[config.mk]
export PLATFORM = sky130hd
export DESIGN_NAME = encoder8_3_beh_ifelse
export DESIGN_NICKNAME = d
export VERILOG_FILES = /design/src/rtl/encoder8_3_pkg.sv /design/src/rtl/encoder8_3_prio_comb.sv /design/src/rtl/encoder8_3_beh_ifelse.sv
export SDC_FILE = /design/constraint.sdc
export NUM_CORES = 1
export LEC_CHECK = 0
export CORE_AREA = 2 2 39 41
export CTS_BUF_LIST = sky130_fd_sc_hd__clkbuf_16
export CTS_CLUSTER_DIAMETER = 30
export DETAILED_ROUTE_END_ITERATION = 10
export DIE_AREA = 0 0 41 43
export PLACE_DENSITY = 0.43
export SLEW_MARGIN = 20
export SYNTH_ARGS = -nofsm -noshare
export SYNTH_HDL_FRONTEND = slang
export SYNTH_HIERARCHICAL = 1
export SYNTH_SLANG_ARGS = --single-unit
[constraint.sdc]
create_clock -name clk -period 2.3 [get_ports clk]
set_input_delay 0.23 -clock clk [delete_from_list [all_inputs] [get_ports clk]]
set_output_delay 0.23 -clock clk [all_outputs]
set_load 0.02 [all_outputs]
[src/rtl/encoder8_3_pkg.sv]
// encoder8_3_pkg: shared constants for the 8-to-3 priority encoder.
//   IDX_W / NUM_IN : index width and number of request lines
//   IDX_Y7..IDX_Y0 : binary index code produced for each winning line
//   IDX_RST        : index value held in reset and when nothing is encoded
package encoder8_3_pkg;

  localparam int unsigned IDX_W  = 3;
  localparam int unsigned NUM_IN = 8;

  localparam logic [IDX_W-1:0] IDX_Y7  = 3'd7;
  localparam logic [IDX_W-1:0] IDX_Y6  = 3'd6;
  localparam logic [IDX_W-1:0] IDX_Y5  = 3'd5;
  localparam logic [IDX_W-1:0] IDX_Y4  = 3'd4;
  localparam logic [IDX_W-1:0] IDX_Y3  = 3'd3;
  localparam logic [IDX_W-1:0] IDX_Y2  = 3'd2;
  localparam logic [IDX_W-1:0] IDX_Y1  = 3'd1;
  localparam logic [IDX_W-1:0] IDX_Y0  = 3'd0;
  localparam logic [IDX_W-1:0] IDX_RST = 3'b000;

endpackage

[src/rtl/encoder8_3_prio_comb.sv]
// encoder8_3_prio_comb: purely combinational next-state logic of the encoder.
// Optional feature macro: ENCODER8_3_MULTIHOT_ERR_EN (adds err_o).
//   en_i    : encoder enable, active high
//   y_i     : request lines, y_i[7] highest priority
//   idx_o   : next encoded index
//   valid_o : next valid flag (enabled and at least one request)
//   err_o   : next multi-hot flag (only with ENCODER8_3_MULTIHOT_ERR_EN)
module encoder8_3_prio_comb
  import encoder8_3_pkg::*;
(
  input  logic              en_i,
  input  logic [NUM_IN-1:0] y_i,
  output logic [IDX_W-1:0]  idx_o,
  output logic              valid_o
`ifdef ENCODER8_3_MULTIHOT_ERR_EN
  ,
  output logic              err_o
`endif
);

  always_comb begin
    idx_o   = IDX_RST;
    valid_o = 1'b0;
    if (!en_i) begin
      idx_o   = IDX_RST;
      valid_o = 1'b0;
    end else if (y_i[7]) begin
      idx_o   = IDX_Y7;
      valid_o = 1'b1;
    end else if (y_i[6]) begin
      idx_o   = IDX_Y6;
      valid_o = 1'b1;
    end else if (y_i[5]) begin
      idx_o   = IDX_Y5;
      valid_o = 1'b1;
    end else if (y_i[4]) begin
      idx_o   = IDX_Y4;
      valid_o = 1'b1;
    end else if (y_i[3]) begin
      idx_o   = IDX_Y3;
      valid_o = 1'b1;
    end else if (y_i[2]) begin
      idx_o   = IDX_Y2;
      valid_o = 1'b1;
    end else if (y_i[1]) begin
      idx_o   = IDX_Y1;
      valid_o = 1'b1;
    end else if (y_i[0]) begin
      idx_o   = IDX_Y0;
      valid_o = 1'b1;
    end
  end

`ifdef ENCODER8_3_MULTIHOT_ERR_EN
  // Clearing the lowest set bit leaves something only if two or more bits were set.
  logic [NUM_IN-1:0] y_minus_one;
  assign y_minus_one = y_i - NUM_IN'(1);
  assign err_o = en_i && ((y_i & y_minus_one) != '0);
`endif

endmodule

[src/rtl/encoder8_3_beh_ifelse.sv]
// encoder8_3_beh_ifelse: 8-to-3 priority encoder with enable, valid flag and
// registered outputs (one cycle latency, synchronous active-high reset).
// Optional feature macro: ENCODER8_3_MULTIHOT_ERR_EN (adds registered err).
//   clk        : clock, rising edge
//   rst        : synchronous active-high reset
//   en         : encoder enable
//   Y7..Y0     : request lines, Y7 highest priority
//   A2..A0     : registered encoded index
//   valid      : registered, en and at least one request
//   err        : registered, en and two or more requests (macro only)
module encoder8_3_beh_ifelse
  import encoder8_3_pkg::*;
(
  input  logic clk,
  input  logic rst,
  input  logic en,
  input  logic Y7,
  input  logic Y6,
  input  logic Y5,
  input  logic Y4,
  input  logic Y3,
  input  logic Y2,
  input  logic Y1,
  input  logic Y0,
  output logic A2,
  output logic A1,
  output logic A0,
  output logic valid
`ifdef ENCODER8_3_MULTIHOT_ERR_EN
  ,
  output logic err
`endif
);

  logic [NUM_IN-1:0] y;
  logic [IDX_W-1:0]  idx_d, idx_q;
  logic              valid_d, valid_q;

  assign y = {Y7, Y6, Y5, Y4, Y3, Y2, Y1, Y0};

`ifdef ENCODER8_3_MULTIHOT_ERR_EN
  logic err_d, err_q;
`endif

  encoder8_3_prio_comb u_prio_comb (
    .en_i    (en),
    .y_i     (y),
    .idx_o   (idx_d),
    .valid_o (valid_d)
`ifdef ENCODER8_3_MULTIHOT_ERR_EN
    ,
    .err_o   (err_d)
`endif
  );

  always_ff @(posedge clk) begin
    if (rst) begin
      idx_q   <= IDX_RST;
      valid_q <= 1'b0;
    end else begin
      idx_q   <= idx_d;
      valid_q <= valid_d;
    end
  end

`ifdef ENCODER8_3_MULTIHOT_ERR_EN
  always_ff @(posedge clk) begin
    if (rst) begin
      err_q <= 1'b0;
    end else begin
      err_q <= err_d;
    end
  end
  assign err = err_q;
`endif

  assign A2    = idx_q[2];
  assign A1    = idx_q[1];
  assign A0    = idx_q[0];
  assign valid = valid_q;

endmodule

==> impl_metrics.env <==
export IMPL_placedInstanceArea_um2=345
export IMPL_setup_tns_final_ns=0
export IMPL_ys_top_cells_by_area="dfxtp_1, nor2b_1, nor4_2"
export IMPL_drc=0
export IMPL_p_leak_uw=0.000163
export IMPL_firstDrtPassIters=4
export IMPL_final_hold_violation_count=0
export IMPL_design_area_um2=420
export IMPL_cts_clk_slew_worst_paths_ns=0.03
export IMPL_vias=206
export IMPL_start_kind="flip-flop"
export IMPL_drive_above_1_share=0.103
export IMPL_dp_hpwl_um=404
export IMPL_wl_per_cell_um=9.09
export IMPL_rows=14
export IMPL_status="finished clean"
export IMPL_fin_crit_sh=0.584
export IMPL_worst_path_max_delay_cell="clkdlybuf4s50_1"
export IMPL_synth_area_um2=185
export IMPL_peakVddDrop_mv=0.182
export IMPL_cap_violations=0
export IMPL_cts_root_buf="clkbuf_16"
export IMPL_die_area_um2=1760
export IMPL_yosysTopAreaCell="dfxtp_1"
export IMPL_min_period_ns=1.34
export IMPL_syn_num_nets=33
export IMPL_worstSetupPathType="flip-flop to output port"
export IMPL_p_per_area_nw_per_um2=927
export IMPL_cp_arrival_ns=1.11
export IMPL_cp_required_ns=2.07
export IMPL_numCtsBuffers=3
export IMPL_final_fill_count=138
export IMPL_netlist_area_leader_share=0.432
export IMPL_synth_cell_type_count=10
export IMPL_gp_congestion=0.715
export IMPL_start_util=0.134
export IMPL_cts_hold_repair_buffers=0
export IMPL_setup_viol=0
export IMPL_htreeDepth=1
export IMPL_antenna_cells=0
export IMPL_fp_dieW_um=41
export IMPL_grt_pass1_wl_um=821
export IMPL_dieHeight_um=43
export IMPL_nets=52
export IMPL_cpLargestDelayFamily="buffers and inverters"
export IMPL_critPathMaxFanout=1
export IMPL_cp_depth=1
export IMPL_min_path_type="input port to flip-flop"
export IMPL_crit_path_start="idx_q[1]$_SDFF_PP0_"
export IMPL_max_stage_delay_ns=0.59
export IMPL_track_usage=0.0731
export IMPL_grt_max_degree=5
export IMPL_vias_per_cell=3.75
export IMPL_max_freq_mhz=745
export IMPL_endpoint_kind="output port"
export IMPL_synth_seq_cells=4
export IMPL_drv_slew=0
export IMPL_antenna_found_initial=0
export IMPL_tightest_slew_ns=0.255
export IMPL_layout_commonest_cell="clkdlybuf4s50_1"
export IMPL_dr_first_iter_drc_count=5
export IMPL_syn_avg_cell_area_um2=8.42
export IMPL_synthCells=22
export IMPL_ios=15
export IMPL_rsz0062_at_grt="no"
export IMPL_clock_sinks=4
export IMPL_post_cts_setup_buffer_count=0
export IMPL_cts_buffer_depth=2
export IMPL_final_cell_mix="clkdlybuf4s50_1, nor2b_1, dfxtp_1"
export IMPL_grt_overflow_total=0
export IMPL_core_region_area_um2=1380
export IMPL_area_growth_pct=127
export IMPL_first_global_vias=220
export IMPL_worst_path_buf_inv=1
export IMPL_seq_area_frac_synth=0.432
export IMPL_cp_cell_sequence="clkdlybuf4s50_1"
export IMPL_cts_tree="yes"
export IMPL_antenna_left=0
export IMPL_port_buffer_count=14
export IMPL_endpoint="A1"
export IMPL_wl_um=500
export IMPL_postLayoutCoreUtil=0.304
export IMPL_ys_warn_count=6
export IMPL_cts_resized=0
export IMPL_relSlewSlack=0.828
==> through the flow <==
step	hold slack [ns]	worst slack, ns	cells	power (uW)
after floorplan	0.302	1.41	22	91.9
after global placement	0.860	0.862	52	123
after detailed placement	0.858	0.859	52	123
after CTS	0.633	0.945	55	395
after global routing	0.661	0.922	55	402
final	0.625	0.957	55	390
==> power by group <==
part	internal, uW	total [uW]	switching (uW)
logic	28.3	46.9	18.6
registers	74.2	75.1	0.893
clock network	222	268	46.1
==> area by class of cell <==
class                   count  area, um2  share of cell area
clock buffers               3       75.1               0.179
multi-input cells          16       97.6               0.232
well taps                  16       20.0              0.0476
inverters                   2       7.51              0.0179
flip-flops and latches      4       80.1               0.190
repair buffers             14        140               0.333
==> state kept, by name (all words and copies together), names as in the netlist <==
signal / cells
valid: 1
idx_q: 3
==> cell families after synthesis <==
group | count (synthesis) | synth area share
flops | 4 | 0.432
simple gates | 10 | 0.331
compound gates | 6 | 0.196
buf+inv | 2 | 0.0406
==> Yosys cell counts, drive strengths merged <==
cell type	instances
nor2b	5
nor4	2
o41ai	1
a21oi	2
nor2	3
inv	2
o21ai	2
dfxtp	4
o21bai	1
==> metal layers <==
layer,global-route usage,part of all wire,routed length (um),up-vias
li1,-,-,-,111
met4,0.0800,0,0,0
met1,0.0701,0.39,193,85
met5,0,0,0,-
met3,0.0314,0.12,59,0
met2,0.103,0.49,247,10
==> how the worst min path moves through the flow <==
stage,slack (ns),startpoint,cells past startpoint,endpoint
floorplan,0.30,rst,1,idx_q[0]$_SDFF_PP0_
global placement,0.86,rst,2,idx_q[0]$_SDFF_PP0_
detailed placement,0.86,rst,2,idx_q[2]$_SDFF_PP0_
CTS,0.63,rst,2,idx_q[2]$_SDFF_PP0_
global route,0.66,rst,2,idx_q[2]$_SDFF_PP0_
finish,0.63,rst,2,idx_q[2]$_SDFF_PP0_
(Power assumes the default switching activity.)
